--- config.mk ---
export PLATFORM = sky130hd
export DESIGN_NAME = dcache_ctrl
export DESIGN_NICKNAME = d
export VERILOG_FILES = /design/src/rtl/dcache_pkg.sv /design/src/rtl/dcache_mshr.sv /design/src/rtl/dcache_ctrl.sv
export SDC_FILE = /design/constraint.sdc
export NUM_CORES = 1
export LEC_CHECK = 0
export CAP_MARGIN = 40
export CORE_AREA = 2 2 298 300
export CTS_BUF_LIST = sky130_fd_sc_hd__clkbuf_8 sky130_fd_sc_hd__clkbuf_16
export CTS_CLUSTER_SIZE = 16
export DETAILED_ROUTE_END_ITERATION = 10
export DIE_AREA = 0 0 300 302
export DONT_BUFFER_PORTS = 1
export GPL_TIMING_DRIVEN = 0
export SETUP_SLACK_MARGIN = 0.2
export SYNTH_ARGS = -nofsm -noshare
export SYNTH_HDL_FRONTEND = slang
export SYNTH_SLANG_ARGS = --single-unit
--- constraint.sdc ---
create_clock -name clock -period 7.4 [get_ports clock]
set_input_delay 1.11 -clock clock [delete_from_list [all_inputs] [get_ports clock]]
set_output_delay 1.11 -clock clock [all_outputs]
set_load 0.02 [all_outputs]
--- src/rtl/dcache_pkg.sv ---
// dcache_pkg: shared encodings, address slicing and MSHR entry layout for the data cache controller
package dcache_pkg;
  localparam int IDX_W = 7;
  localparam int TAG_W = 22;
  localparam int IDX_LSB = 3;
  localparam int TAG_LSB = 10;
  localparam int MTAG_W = 4;
  typedef enum logic [1:0] {CMD_NONE = 2'd0, CMD_LOAD = 2'd1, CMD_STORE = 2'd2} mem_cmd_t;
  typedef enum logic [1:0] {RUN, DRAIN, HALTED} state_t;
  typedef struct packed {
    logic valid;
    logic nofill;
    logic [MTAG_W-1:0] mtag;
    logic [IDX_W-1:0] idx;
    logic [TAG_W-1:0] tag;
  } mshr_entry_t;
  function automatic logic [IDX_W-1:0] addr_idx(input logic [63:0] a);
    return a[IDX_LSB +: IDX_W];
  endfunction
  function automatic logic [TAG_W-1:0] addr_tag(input logic [63:0] a);
    return a[TAG_LSB +: TAG_W];
  endfunction
endpackage

--- src/rtl/dcache_mshr.sv ---
// dcache_mshr: outstanding load-miss file with lowest-free allocation, memory-tag CAM and index CAM
module dcache_mshr
  import dcache_pkg::*;
#(
  parameter int N = 4,
  parameter int ID_W = 4
) (
  input  logic              clock,
  input  logic              reset,
  input  logic              alloc,
  input  logic [MTAG_W-1:0] alloc_mtag,
  input  logic [IDX_W-1:0]  alloc_idx,
  input  logic [TAG_W-1:0]  alloc_tag,
  input  logic [ID_W-1:0]   alloc_id,
  input  logic [MTAG_W-1:0] fill_mtag,
  output logic              fill_hit,
  output logic              fill_nofill,
  output logic [IDX_W-1:0]  fill_idx,
  output logic [TAG_W-1:0]  fill_tag,
  output logic [ID_W-1:0]   fill_id,
  input  logic              mark,
  input  logic [IDX_W-1:0]  mark_idx,
  input  logic [MTAG_W-1:0] probe_mtag,
  output logic              probe_dup,
  output logic              full,
  output logic              empty
);
  localparam int SEL_W = $clog2(N);
  mshr_entry_t ent [N];
  logic [ID_W-1:0] ids [N];
  logic [N-1:0] hit_vec;
  logic [SEL_W-1:0] free_sel, hit_sel;
  always_comb begin
    free_sel = '0;
    hit_sel = '0;
    hit_vec = '0;
    full = 1'b1;
    empty = 1'b1;
    probe_dup = 1'b0;
    for (int i = N - 1; i >= 0; i--) begin
      hit_vec[i] = ent[i].valid && fill_mtag != '0 && ent[i].mtag == fill_mtag;
      if (!ent[i].valid) begin
        free_sel = SEL_W'(i);
        full = 1'b0;
      end
      if (hit_vec[i]) hit_sel = SEL_W'(i);
      if (ent[i].valid) empty = 1'b0;
      if (ent[i].valid && ent[i].mtag == probe_mtag) probe_dup = 1'b1;
    end
    fill_hit = |hit_vec;
    fill_nofill = ent[hit_sel].nofill;
    fill_idx = ent[hit_sel].idx;
    fill_tag = ent[hit_sel].tag;
    fill_id = ids[hit_sel];
  end
  // a store to a line with a pending fill marks it so the older fill data is not written
  always_ff @(posedge clock)
    if (reset)
      for (int i = 0; i < N; i++) ent[i].valid <= 1'b0;
    else
      for (int i = 0; i < N; i++) begin
        if (hit_vec[i]) ent[i].valid <= 1'b0;
        else if (mark && ent[i].valid && ent[i].idx == mark_idx) ent[i].nofill <= 1'b1;
        if (alloc && !full && i == int'(free_sel)) begin
          ent[i] <= '{valid: 1'b1, nofill: 1'b0, mtag: alloc_mtag, idx: alloc_idx, tag: alloc_tag};
          ids[i] <= alloc_id;
        end
      end
endmodule

--- src/rtl/dcache_ctrl.sv ---
// dcache_ctrl: sequences the direct-mapped data cache array and the single-ported data memory bus
module dcache_ctrl
  import dcache_pkg::*;
#(
  parameter int MSHR_N = 4,
  parameter int ID_W = 4
) (
  input  logic              clock,
  input  logic              reset,
  input  logic              ld_req_valid,
  input  logic [63:0]       ld_req_addr,
  input  logic [ID_W-1:0]   ld_req_id,
  output logic              ld_req_ready,
  input  logic              st_req_valid,
  input  logic [63:0]       st_req_addr,
  input  logic [63:0]       st_req_data,
  output logic              st_req_ready,
  output logic              ld_resp_valid,
  output logic [ID_W-1:0]   ld_resp_id,
  output logic [63:0]       ld_resp_data,
  output logic [IDX_W-1:0]  c_rd_idx,
  output logic [TAG_W-1:0]  c_rd_tag,
  input  logic [63:0]       c_rd_data,
  input  logic              c_rd_hit,
  output logic              c_wr0_en,
  output logic [IDX_W-1:0]  c_wr0_idx,
  output logic [TAG_W-1:0]  c_wr0_tag,
  output logic [63:0]       c_wr0_data,
  output logic              c_wr1_en,
  output logic [IDX_W-1:0]  c_wr1_idx,
  output logic [TAG_W-1:0]  c_wr1_tag,
  output logic [63:0]       c_wr1_data,
  output logic [1:0]        mem_cmd,
  output logic [63:0]       mem_addr,
  output logic [63:0]       mem_wdata,
  input  logic [MTAG_W-1:0] mem_response,
  input  logic [MTAG_W-1:0] mem_tag,
  input  logic [63:0]       mem_rdata,
  input  logic              halt_req,
  output logic              halt_done
);
  state_t state;
  logic fill, fill_nofill, full, empty, dup, run, st_go, ld_hit, ld_try, ld_alloc;
  logic [IDX_W-1:0] fill_idx;
  logic [TAG_W-1:0] fill_tag;
  logic [ID_W-1:0] fill_id;
  dcache_mshr #(.N(MSHR_N), .ID_W(ID_W)) mshr (
    .clock(clock), .reset(reset),
    .alloc(ld_alloc), .alloc_mtag(mem_response), .alloc_idx(c_rd_idx), .alloc_tag(c_rd_tag), .alloc_id(ld_req_id),
    .fill_mtag(mem_tag), .fill_hit(fill), .fill_nofill(fill_nofill), .fill_idx(fill_idx), .fill_tag(fill_tag), .fill_id(fill_id),
    .mark(st_req_ready), .mark_idx(c_wr1_idx),
    .probe_mtag(mem_response), .probe_dup(dup),
    .full(full), .empty(empty)
  );
  // a fill cycle owns the response register, so loads wait; stores own the bus over misses
  always_comb begin
    run = state == RUN && !reset;
    st_go = run && st_req_valid;
    ld_hit = run && !fill && ld_req_valid && c_rd_hit;
    ld_try = run && !fill && ld_req_valid && !c_rd_hit && !full && !st_go;
    ld_alloc = ld_try && mem_response != '0 && !dup;
    ld_req_ready = ld_hit || ld_alloc;
    st_req_ready = st_go && mem_response != '0;
    c_rd_idx = addr_idx(ld_req_addr);
    c_rd_tag = addr_tag(ld_req_addr);
    c_wr0_en = fill && !fill_nofill && !reset;
    c_wr0_idx = fill_idx;
    c_wr0_tag = fill_tag;
    c_wr0_data = mem_rdata;
    c_wr1_en = st_req_ready;
    c_wr1_idx = addr_idx(st_req_addr);
    c_wr1_tag = addr_tag(st_req_addr);
    c_wr1_data = st_req_data;
    mem_cmd = st_go ? CMD_STORE : ld_try ? CMD_LOAD : CMD_NONE;
    mem_addr = (st_go ? st_req_addr : ld_req_addr) & ~64'h7;
    mem_wdata = st_req_data;
  end
  always_ff @(posedge clock)
    if (reset) begin
      state <= RUN;
      halt_done <= 1'b0;
      ld_resp_valid <= 1'b0;
      ld_resp_id <= '0;
      ld_resp_data <= '0;
    end else begin
      ld_resp_valid <= fill || ld_hit;
      ld_resp_id <= fill ? fill_id : ld_req_id;
      ld_resp_data <= fill ? mem_rdata : c_rd_data;
      state <= state == RUN && halt_req ? DRAIN : state == DRAIN && empty ? HALTED : state;
      halt_done <= halt_done || (state == DRAIN && empty);
    end
endmodule

==> results of run 1 <==
## state kept, by name (all words and copies together) (netlist names)
register       count
ld_resp_id         4
ld_resp_valid      1
mshr.ids          16
mshr.ent         140
ld_resp_data      64
state              2
halt_done          1
## cells by family after synthesis
kind of cell / after synthesis
other: 1
XOR/XNOR: 58
AO/OA/AOI/OAI: 187
buffers and inverters: 334
multiplexers: 61
AND/OR/NAND/NOR: 244
flip-flops: 228
## layout by cell type, fill, tap and decap left out, drive strengths merged, types with 2 or more instances in the layout
cell and n:
nor3 4, a31oi 5, clkbuf 98, edfxtp 156, o21ai 7, clkinvlp 2
a22oi 5, o211ai 3, clkinv 9, o22ai 2, o221ai 29, o2111ai 4
conb 3, nand2 146, and2 3, nand3 6, or3 4, xnor2 42
o311ai 2, dfxtp 72, buf 287, and3 4, or2 2, or4 6
nand4 10, nand2b 3, o41ai 2, nor2 43, diode 5, bufinv 2
inv 20, xor2 16, a21oi 125, nor4 11, mux2 61
## cell type report
class | count | area share (%)
Sequential cell | 228 | 42.19
Multi-Input combinational cell | 553 | 23.55
Buffer | 325 | 15.02
Tap cell | 1165 | 10.04
Clock buffer | 34 | 5.626
Timing Repair Buffer | 26 | 1.835
Clock inverter | 24 | 1.430
Inverter | 9 | 0.2326
Antenna cell | 5 | 0.08616
## cell usage after synthesis, types with 5 or more instances
library cell / count / area share, %
a21oi_1: 125 / 5.3
o221ai_1: 29 / 2.2
a31oi_1: 5 / 0.27
inv_1: 9 / 0.29
xor2_1: 16 / 1.2
nor4_1: 10 / 0.53
nand2_1: 146 / 4.7
clkbuf_1: 63 / 2.0
xnor2_1: 42 / 3.1
nor2_1: 43 / 1.4
mux2_2: 61 / 5.9
nand3_1: 6 / 0.26
edfxtp_1: 156 / 40
or4_1: 6 / 0.38
buf_4: 255 / 16
a22oi_1: 5 / 0.32
buf_1: 5 / 0.16
nand4_1: 10 / 0.53
o21ai_0: 7 / 0.30
dfxtp_1: 72 / 12
## through the flow
stage / total power, mW / util (%)
final: 3.390 / 16.59
after detailed placement: 1.937 / 15.39
after CTS: 3.461 / 16.56
after floorplan: 1.845 / -
after global placement: 1.931 / 15.06
after global routing: 3.526 / 16.58
## where the power goes
| part | internal, mW | total [mW] | switching [mW] |
|---|---|---|---|
| combinational | 0.166 | 0.458 | 0.292 |
| sequential | 1.40 | 1.45 | 0.0507 |
| clock | 0.872 | 1.49 | 0.614 |
## worst min path at each step
stage | endpoint | depth (start not counted) | start | slack (ns)
after global routing | mshr.ids[3][1] | 0 | ld_req_id[1] | 0.53
after global placement | state[1] | 2 | state[1] | 0.46
after CTS | state[1] | 2 | state[1] | 0.49
final | state[1] | 2 | state[1] | 0.49
after floorplan | state[1] | 2 | state[1] | 0.45
after detailed placement | state[1] | 2 | state[1] | 0.48
## metal layers
| metal | vias up | GRT usage [%] | routed length [um] |
|---|---|---|---|
| met5 | - | 0 | 10 |
| li1 | 3758 | - | - |
| met2 | 585 | 16.87 | 24050 |
| met3 | 81 | 3.304 | 4915 |
| met1 | 4002 | 10.90 | 17880 |
| met4 | 2 | 4.619 | 2148 |
## tightest hold or removal path, cell delays in order, from the launching register on
cell and delay (ns):
dfxtp_1 0.34, a21oi_1 0.05, nor2_1 0.07
==> impl_metrics.yaml, run 1 <==
drt:
  via_count: 8428
  postRouteAntennaNets: 0
  via_per_inst: 3.558
  first_pass_iters: 5
  drt_iter0_drc: 563
  avgRoutedWirePerCell_um: 20.69
  finalWirelength_um: 49000
  drc: 0
place:
  gp_congestion: 0.7368
  dpl_worst_slack_ns: 1.200
  place_inst: 2305
  post_dp_cell_area_um2: 13470
  portBuffers: 0
  place_hpwl_um: 40330
critical_path:
  cp.depth: 10
  worstSetupStartpoint: "mem_tag[1]"
  critical_path.max_fanout: 10
  setup.worst_path.class: "in -> out"
  reg2reg_depth: 12
  path_cells: "clkbuf_1 > xnor2_1 > nand4_1 > or2_2 > clkbuf_1 > a31oi_1 > clkbuf_1 > clkbuf_1 > nor2_1 > a21oi_1"
  cp_common_cell: "clkbuf_1"
  endpoint: "c_wr0_tag[19]"
  rr_endpoint: "mshr.ent[1][14]"
  crit_buf_inv: 4
  reg2reg_from: "mshr.ent[2][31]"
  worstPathRequired_ns: 6.29
  slowest_stage: "a21oi_1"
  slowest_delay_ns: 0.66
  critPathLaunchType: "input pin"
  cpLargestDelayFamily: "buffers and inverters"
  r2r_slack_ns: 3.01
  cp.arrival_ns: 5.10
  cp-end-kind: "primary output"
power_and_ir_drop:
  peakVddDrop_mv: 0.1789
  p_leak_nw: 5.226
  power_density_nw_per_um2: 233.4
grt:
  grt_overflow_total: 0
  grt_max_degree: 22
  grtUsageTotal_pct: 9.807
  antenna_found_initial: 10
  grt_pass1_wl_um: 61460
  grt_pass1_vias: 7713
sta:
  maxSlewHeadroom_pct: 45.16
  fin_crit_ns: 6.206
  fin_ws_ns: 1.194
  rsz0062_at_grt: "no"
  finalHoldViolCount: 0
  fmax_mhz: 161.1
  tns_ns: 0
  drv_slew: 0
  fin_worst_skew_ns: 0.03038
  fin_hold_ws_ns: 0.4910
  setup_viol: 0
  fin_crit_sh_pct: 83.87
  tightest_slew_ns: 0.8253
cts:
  htreeDepth: 1
  cts_buffer_depth: 3
  clock-sinks: 228
  clk_latency_ns: 0.61
  cts_buffers: 31
  path_clk_slew_ns: 0.06
  root_buffer: "clkbuf_16"
  ctsHoldBuffers: 0
  ctsResizeCount: 0
  cts_tree: "done"
  post-cts-setup-buffers: 0
die:
  num_io_pins: 757
  start_util_pct: 13.38
  chipHeight_um: 302
  die_area_um2: 90600
  core_area_um2: 87560
  rows: 109
  fp.dieW_um: 300
logic_synthesis:
  synth_cells: 1113
  synth_compound_area_share_pct: 9.493
  synth_edf_count: 156
  synth.cell_area_um2: 11720
  synth_mux_area_share_pct: 5.862
  ys.flop_type: "edfxtp_1"
  synthArstFlopShare_pct: 0
  post_synth.cell_area_avg_um2: 10.53
  yosysWarnings: 0
  yosysUniqueCellTypes: 40
  synth_seq_area_share_pct: 52.28
  ys_ff_latch: 228
  synth_top_family_by_area: "buffers and inverters"
  synth_fa_ha_area_share_pct: 0
  synth-xor-area-share_pct: 4.335
  synth_simple_gate_area_share_pct: 9.108
cells_and_area:
  multi_input_area_um2: 3420
  fillers: 9703
  seq_area_um2: 6126
  drive_above_1_share_pct: 33.61
  nNetsFinal: 1512
  area_growth_pct: 23.93
  instances_no_fill: 2369
  design_area_um2: 14520
run_status:
  status: "finished clean"
worst_hold_path:
  worstHoldPathType: "reg -> reg"
job:
  cap_violations: 0
Power figures use the tool's default switching activity.
==> run 2: changes to the inputs <==
Settings changed: ABC_AREA from default to 1, CORE_AREA 2 2 298 300 to 2 2 297 299, DIE_AREA 0 0 300 302 to 0 0 299 301.
Clock period 7.4 ns to 6.4 ns, I/O delays scaled along.
==> impl_metrics.yaml, run 2 <==
run_status:
  status: "finished clean"
job:
  cap_violations: 0
cts:
  cts_tree: "done"
  cts_buffer_depth: 3
  htreeDepth: 1
  path_clk_slew_ns: 0.06
  clock-sinks: 228
  post-cts-setup-buffers: 0
  ctsHoldBuffers: 0
  clk_latency_ns: 0.57
  ctsResizeCount: 0
  root_buffer: "clkbuf_16"
  cts_buffers: 28
die:
  chipHeight_um: 301
  num_io_pins: 757
  fp.dieW_um: 299
  die_area_um2: 90000
  start_util_pct: 14.34
  core_area_um2: 86480
  rows: 108
cells_and_area:
  layout_commonest_cell: "nand2_1"
  fillers: 9686
  drive_above_1_share_pct: 27.60
  design_area_um2: 14940
  nNetsFinal: 1796
  final_cell_mix: "281 x nand2_1, 260 x buf_4, 196 x nor2_1, 156 x edfxtp_1, 107 x o21ai_1"
  largest_register_ffs: 140
  regMostFlops: "mshr.ent"
  area_growth_pct: 20.49
  postLayoutCoreUtil_pct: 17.28
  reg_top3: "mshr.ent x140, ld_resp_data x64, mshr.ids x16"
logic_synthesis:
  ys.flop_type: "edfxtp_1"
  yosysWarnings: 0
  synth_edf_count: 156
  yosysTopAreaCell: "edfxtp_1"
  synth_cells: 1408
  synth_most_common_cell: "nand2_1"
  synth_seq_area_share_pct: 49.40
  post_synth.cell_area_avg_um2: 8.807
  ys_ff_latch: 228
  yosys-top-cells-area: "edfxtp_1 38%, buf_4 16%, dfxtp_1 12%, nand2_1 8.5%, nor2_1 6.0%"
  synth_top_area_share_pct: 37.78
  synth_commonest_cells: "281 x nand2_1, 257 x buf_4, 198 x nor2_1, 156 x edfxtp_1, 107 x o21ai_1"
  synthArstFlopShare_pct: 0
  synth.cell_area_um2: 12400
  yosysUniqueCellTypes: 45
power_and_ir_drop:
  seqPwrFrac_pct: 44.5
  p_leak_nw: 6.231
  peakVddDrop_mv: 0.1432
  power_density_nw_per_um2: 252.4
  internal_power_mw: 2.673
  switching_share_pct: 29.11
  clock_power_share_pct: 40.3
  p_switching_mw: 1.098
  comb_power_share_pct: 15.2
critical_path:
  critPathLaunchType: "input pin"
  reg2reg_from: "mshr.ent[3][34]"
  setup.worst_path.class: "in -> out"
  worstPathRequired_ns: 5.44
  worstSetupStartpoint: "reset"
  cp.arrival_ns: 3.01
  cp-end-kind: "primary output"
  critical_path.max_fanout: 11
drt:
  drt_iter0_drc: 814
  via_count: 9674
  via_per_inst: 3.666
  first_pass_iters: 5
  avgRoutedWirePerCell_um: 20.11
  drc: 0
  postRouteAntennaNets: 0
  finalWirelength_um: 53060
place:
  dpl_worst_slack_ns: 2.388
  portBuffers: 0
  place_hpwl_um: 43350
  gp_congestion: 0.8459
  post_dp_cell_area_um2: 14060
sta:
  tightest_slew_ns: 0.8214
  setup_viol: 0
  fin_ws_ns: 2.434
  rsz0062_at_grt: "no"
  finalHoldViolCount: 0
  fmax_mhz: 252.1
  tns_ns: 0
  fin_crit_ns: 3.966
  fin_crit_sh_pct: 61.97
  drv_slew: 0
  fin_worst_skew_ns: 0.01381
  maxSlewHeadroom_pct: 45.11
grt:
  grt_pass1_vias: 8864
  grt_overflow_total: 0
  grtUsageTotal_pct: 10.85
  grt_pass1_wl_um: 68880
  grt_max_degree: 25
  antenna_found_initial: 10
worst_hold_path:
  worstHoldPathType: "reg -> reg"
  min_from: "state[1]"
-- run 2: changes by cell type after synthesis, moves of 21 or more --
cell | before | now
o21ai_0 | 7 | 40
clkbuf_1 | 63 | 17
buf_2 | 1 | 22
o21ai_1 | 0 | 107
mux2_2 | 61 | 0
o221ai_1 | 29 | 0
a21oi_1 | 125 | 11
nand2_1 | 146 | 281
nor2_1 | 43 | 198
o22ai_2 | 0 | 28
xnor2_1 | 42 | 6
inv_1 | 9 | 91
nand3_1 | 6 | 32
-- run 2: cell type report --
class | instances | area, um^2 | share of cell area [%]
Antenna cell | 6 | 15.01 | 0.1005
Buffer | 312 | 2246 | 15.03
Clock buffer | 28 | 700.7 | 4.689
Clock inverter | 22 | 167.7 | 1.122
Inverter | 103 | 386.6 | 2.588
Multi-Input combinational cell | 767 | 3665 | 24.53
Sequential cell | 228 | 6126 | 41.00
Tap cell | 1155 | 1445 | 9.672
Timing Repair Buffer | 18 | 190.2 | 1.273
-- run 2: metrics by stage --
stage / power [mW] / std cells / hold WS, ns
after global routing: 3.909 / 2638 / 0.4324
after detailed placement: 2.290 / 2583 / 0.4654
after CTS: 3.829 / 2633 / 0.4367
after global placement: 2.279 / 2565 / 0.4584
after floorplan: 2.159 / 1410 / 0.4503
final: 3.771 / 2639 / 0.4765
-- run 2: per-layer routing --
metal  up-vias  routed length (um)  GRT usage [%]
met2       533               23080          16.20
met3        53                6040          4.827
met5         -                 188          1.111
met4        10                 686          2.095
met1      4629               23070          14.34
li1       4449                   -              -
-- run 2: power by group through the flow --
stage	Clock (mW)	Sequential (mW)	Combinational, mW
floorplan	0	1.70	0.461
global placement	0	1.71	0.569
detailed placement	0	1.71	0.580
CTS	1.57	1.68	0.581
global route	1.62	1.68	0.614
finish	1.52	1.68	0.575
-- run 2: kinds of logic after synthesis --
logic type      after synthesis  share of synthesized area, %
simple gates                542                         17.87
buf+inv                     415                         21.23
flops                       228                         49.40
compound gates              212                         10.77
xor+xnor                     10                        0.7063
other cells                   1                       0.03024
-- run 2: final timing paths --
| check | endpoint | slack [ns] | cells after the start |
|---|---|---|---|
| setup / recovery | mem_addr[48] | 2.43 | 7 |
| hold / removal | state[1] | 0.48 | 2 |
| setup reg to reg | mshr.ent[1][11] | 3.42 | 13 |
| hold reg to reg | state[1] | 0.48 | 2 |
-- run 2: worst max-delay path, cell delays in order --
cell	delay, ns
buf_2	0.23
inv_1	0.10
nand3_1	0.24
clkbuf_1	0.64
clkbuf_1	0.49
nand2_1	0.09
nand2_1	0.23
==> run 3: changes to the inputs <==
Clock period 6.4 ns to 3.6 ns, I/O delays scaled along.
==> impl_metrics.yaml, run 3 (synthesized netlist as in run 2, its figures left out) <==
grt:
  grt_pass1_wl_um: 70670
  grt_max_degree: 25
  grtUsageTotal_pct: 11.23
  antenna_found_initial: 6
  grt_overflow_total: 0
  grt_pass1_vias: 8655
sta:
  tightest_slew_ns: 0.8599
  maxSlewHeadroom_pct: 42.07
  fin_crit_ns: 3.259
  fin_worst_skew_ns: 0.01947
  setup_viol: 0
  finalHoldViolCount: 0
  fin_crit_sh_pct: 90.52
  fin_hold_ws_ns: 0.04489
  drv_slew: 0
  rsz0062_at_grt: "yes"
  fmax_mhz: 306.9
  fin_ws_ns: 0.3412
cells_and_area:
  largest_register_ffs: 140
  layout_commonest_cell: "nand2_1"
  reg_top3: "mshr.ent x140, ld_resp_data x64, mshr.ids x16"
  nNetsFinal: 1801
  diodes: 0
  area_growth_pct: 21.84
  regMostFlops: "mshr.ent"
  drive_above_1_share_pct: 28.29
  design_area_um2: 15110
  final_cell_mix: "281 x nand2_1, 263 x buf_4, 196 x nor2_1, 156 x edfxtp_1, 109 x o21ai_1"
  instances_no_fill: 2636
  fillers: 9626
cts:
  cts_buffers: 28
  path_clk_slew_ns: 0.07
  htreeDepth: 1
  root_buffer: "clkbuf_16"
  cts_buffer_depth: 3
  clock-sinks: 228
  cts_tree: "done"
  clk_latency_ns: 0.58
critical_path:
  r2r_slack_ns: 0.72
  critPathLaunchType: "register"
  reg2reg_depth: 15
  slowest_stage: "edfxtp_1"
  critical_path.max_fanout: 10
  cp-end-kind: "primary output"
  path_cells: "nand2_1 > nand2_1 > nor2_1 > nand3_2 > nand2_2 > nand2_4 > nand2_4 > inv_2 > clkbuf_4 > nand2_1 > nand3_1 > a21oi_4"
  cpLargestDelayFamily: "simple AND/OR/NAND/NOR gates"
  worstPathRequired_ns: 3.06
  slowest_delay_ns: 0.42
  cp_common_cell: "nand2_1"
  crit_buf_inv: 2
  cp.arrival_ns: 2.72
  cp.depth: 12
  setup.worst_path.class: "reg -> out"
drt:
  postRouteAntennaNets: 0
  via_per_inst: 3.681
  wl_met2_um: 23530
  top_layer: "met5"
  avgRoutedWirePerCell_um: 20.85
  drc: 0
  finalWirelength_um: 54970
  m1WireLength_um: 22980
  drt_iter0_drc: 721
  first_pass_iters: 7
  via_count: 9702
  wl_met3_um: 7647
place:
  dpl_worst_slack_ns: 0.1650
  place_hpwl_um: 44690
  post_dp_cell_area_um2: 14050
  portBuffers: 0
  gp_congestion: 0.8909
  place_inst: 2581
die:
  rows: 108
  num_io_pins: 757
  start_util_pct: 14.34
  fp.dieW_um: 299
  core_area_um2: 86480
  die_area_um2: 90000
  chipHeight_um: 301
power_and_ir_drop:
  p_leak_nw: 6.278
  total_power_mw: 6.836
  peakVddDrop_mv: 0.4201
  power_density_nw_per_um2: 452.4
run_status:
  status: "finished clean"
worst_hold_path:
  worstHoldPathType: "in -> reg"
  hold_depth: 0
job:
  cap_violations: 0
==> run 3: timing repair <==
action,CTS,global route
endpoints found under the hold margin,10,0
pin swaps,0,7
setup buffers,2,0
setup endpoints to repair,33,44
gates resized for setup,10,14
hold buffers,4,0
==> run 3: routing by layer <==
layer	up-vias	global-route usage (%)
li1	4452	-
met3	56	5.960
met5	-	0
met1	4624	14.81
met2	562	16.16
met4	8	2.190
==> run 3: report_power, final <==
group / switching, mW / internal, mW
clock network: 1.21 / 1.61
registers: 0.114 / 2.87
logic: 0.696 / 0.341
==> run 3: final timing paths <==
path              startpoint         endpoint
max reg2reg  mshr.ent[3][30]  mshr.ent[1][18]
min           ld_req_addr[7]  mshr.ent[2][26]
min reg2reg         state[1]         state[1]
max          mshr.ent[2][30]         c_wr0_en
==> run 3: per-stage QoR <==
stage,util (%),TNS [ns]
final,17.47,0
after detailed placement,16.25,0
after global routing,17.47,0
after CTS,17.42,0
after global placement,16.02,-117.66
after floorplan,-,0
==> run 3: final cells by class <==
type	instances	area [um^2]	area share, %
clock inverter	18	180.2	1.192
timing repair buffer	23	244.0	1.615
sequential	228	6126	40.54
clock buffer	30	728.2	4.819
tap	1155	1445	9.564
multi-input combinational	767	3726	24.66
inverter	103	387.9	2.567
buffer	312	2272	15.04
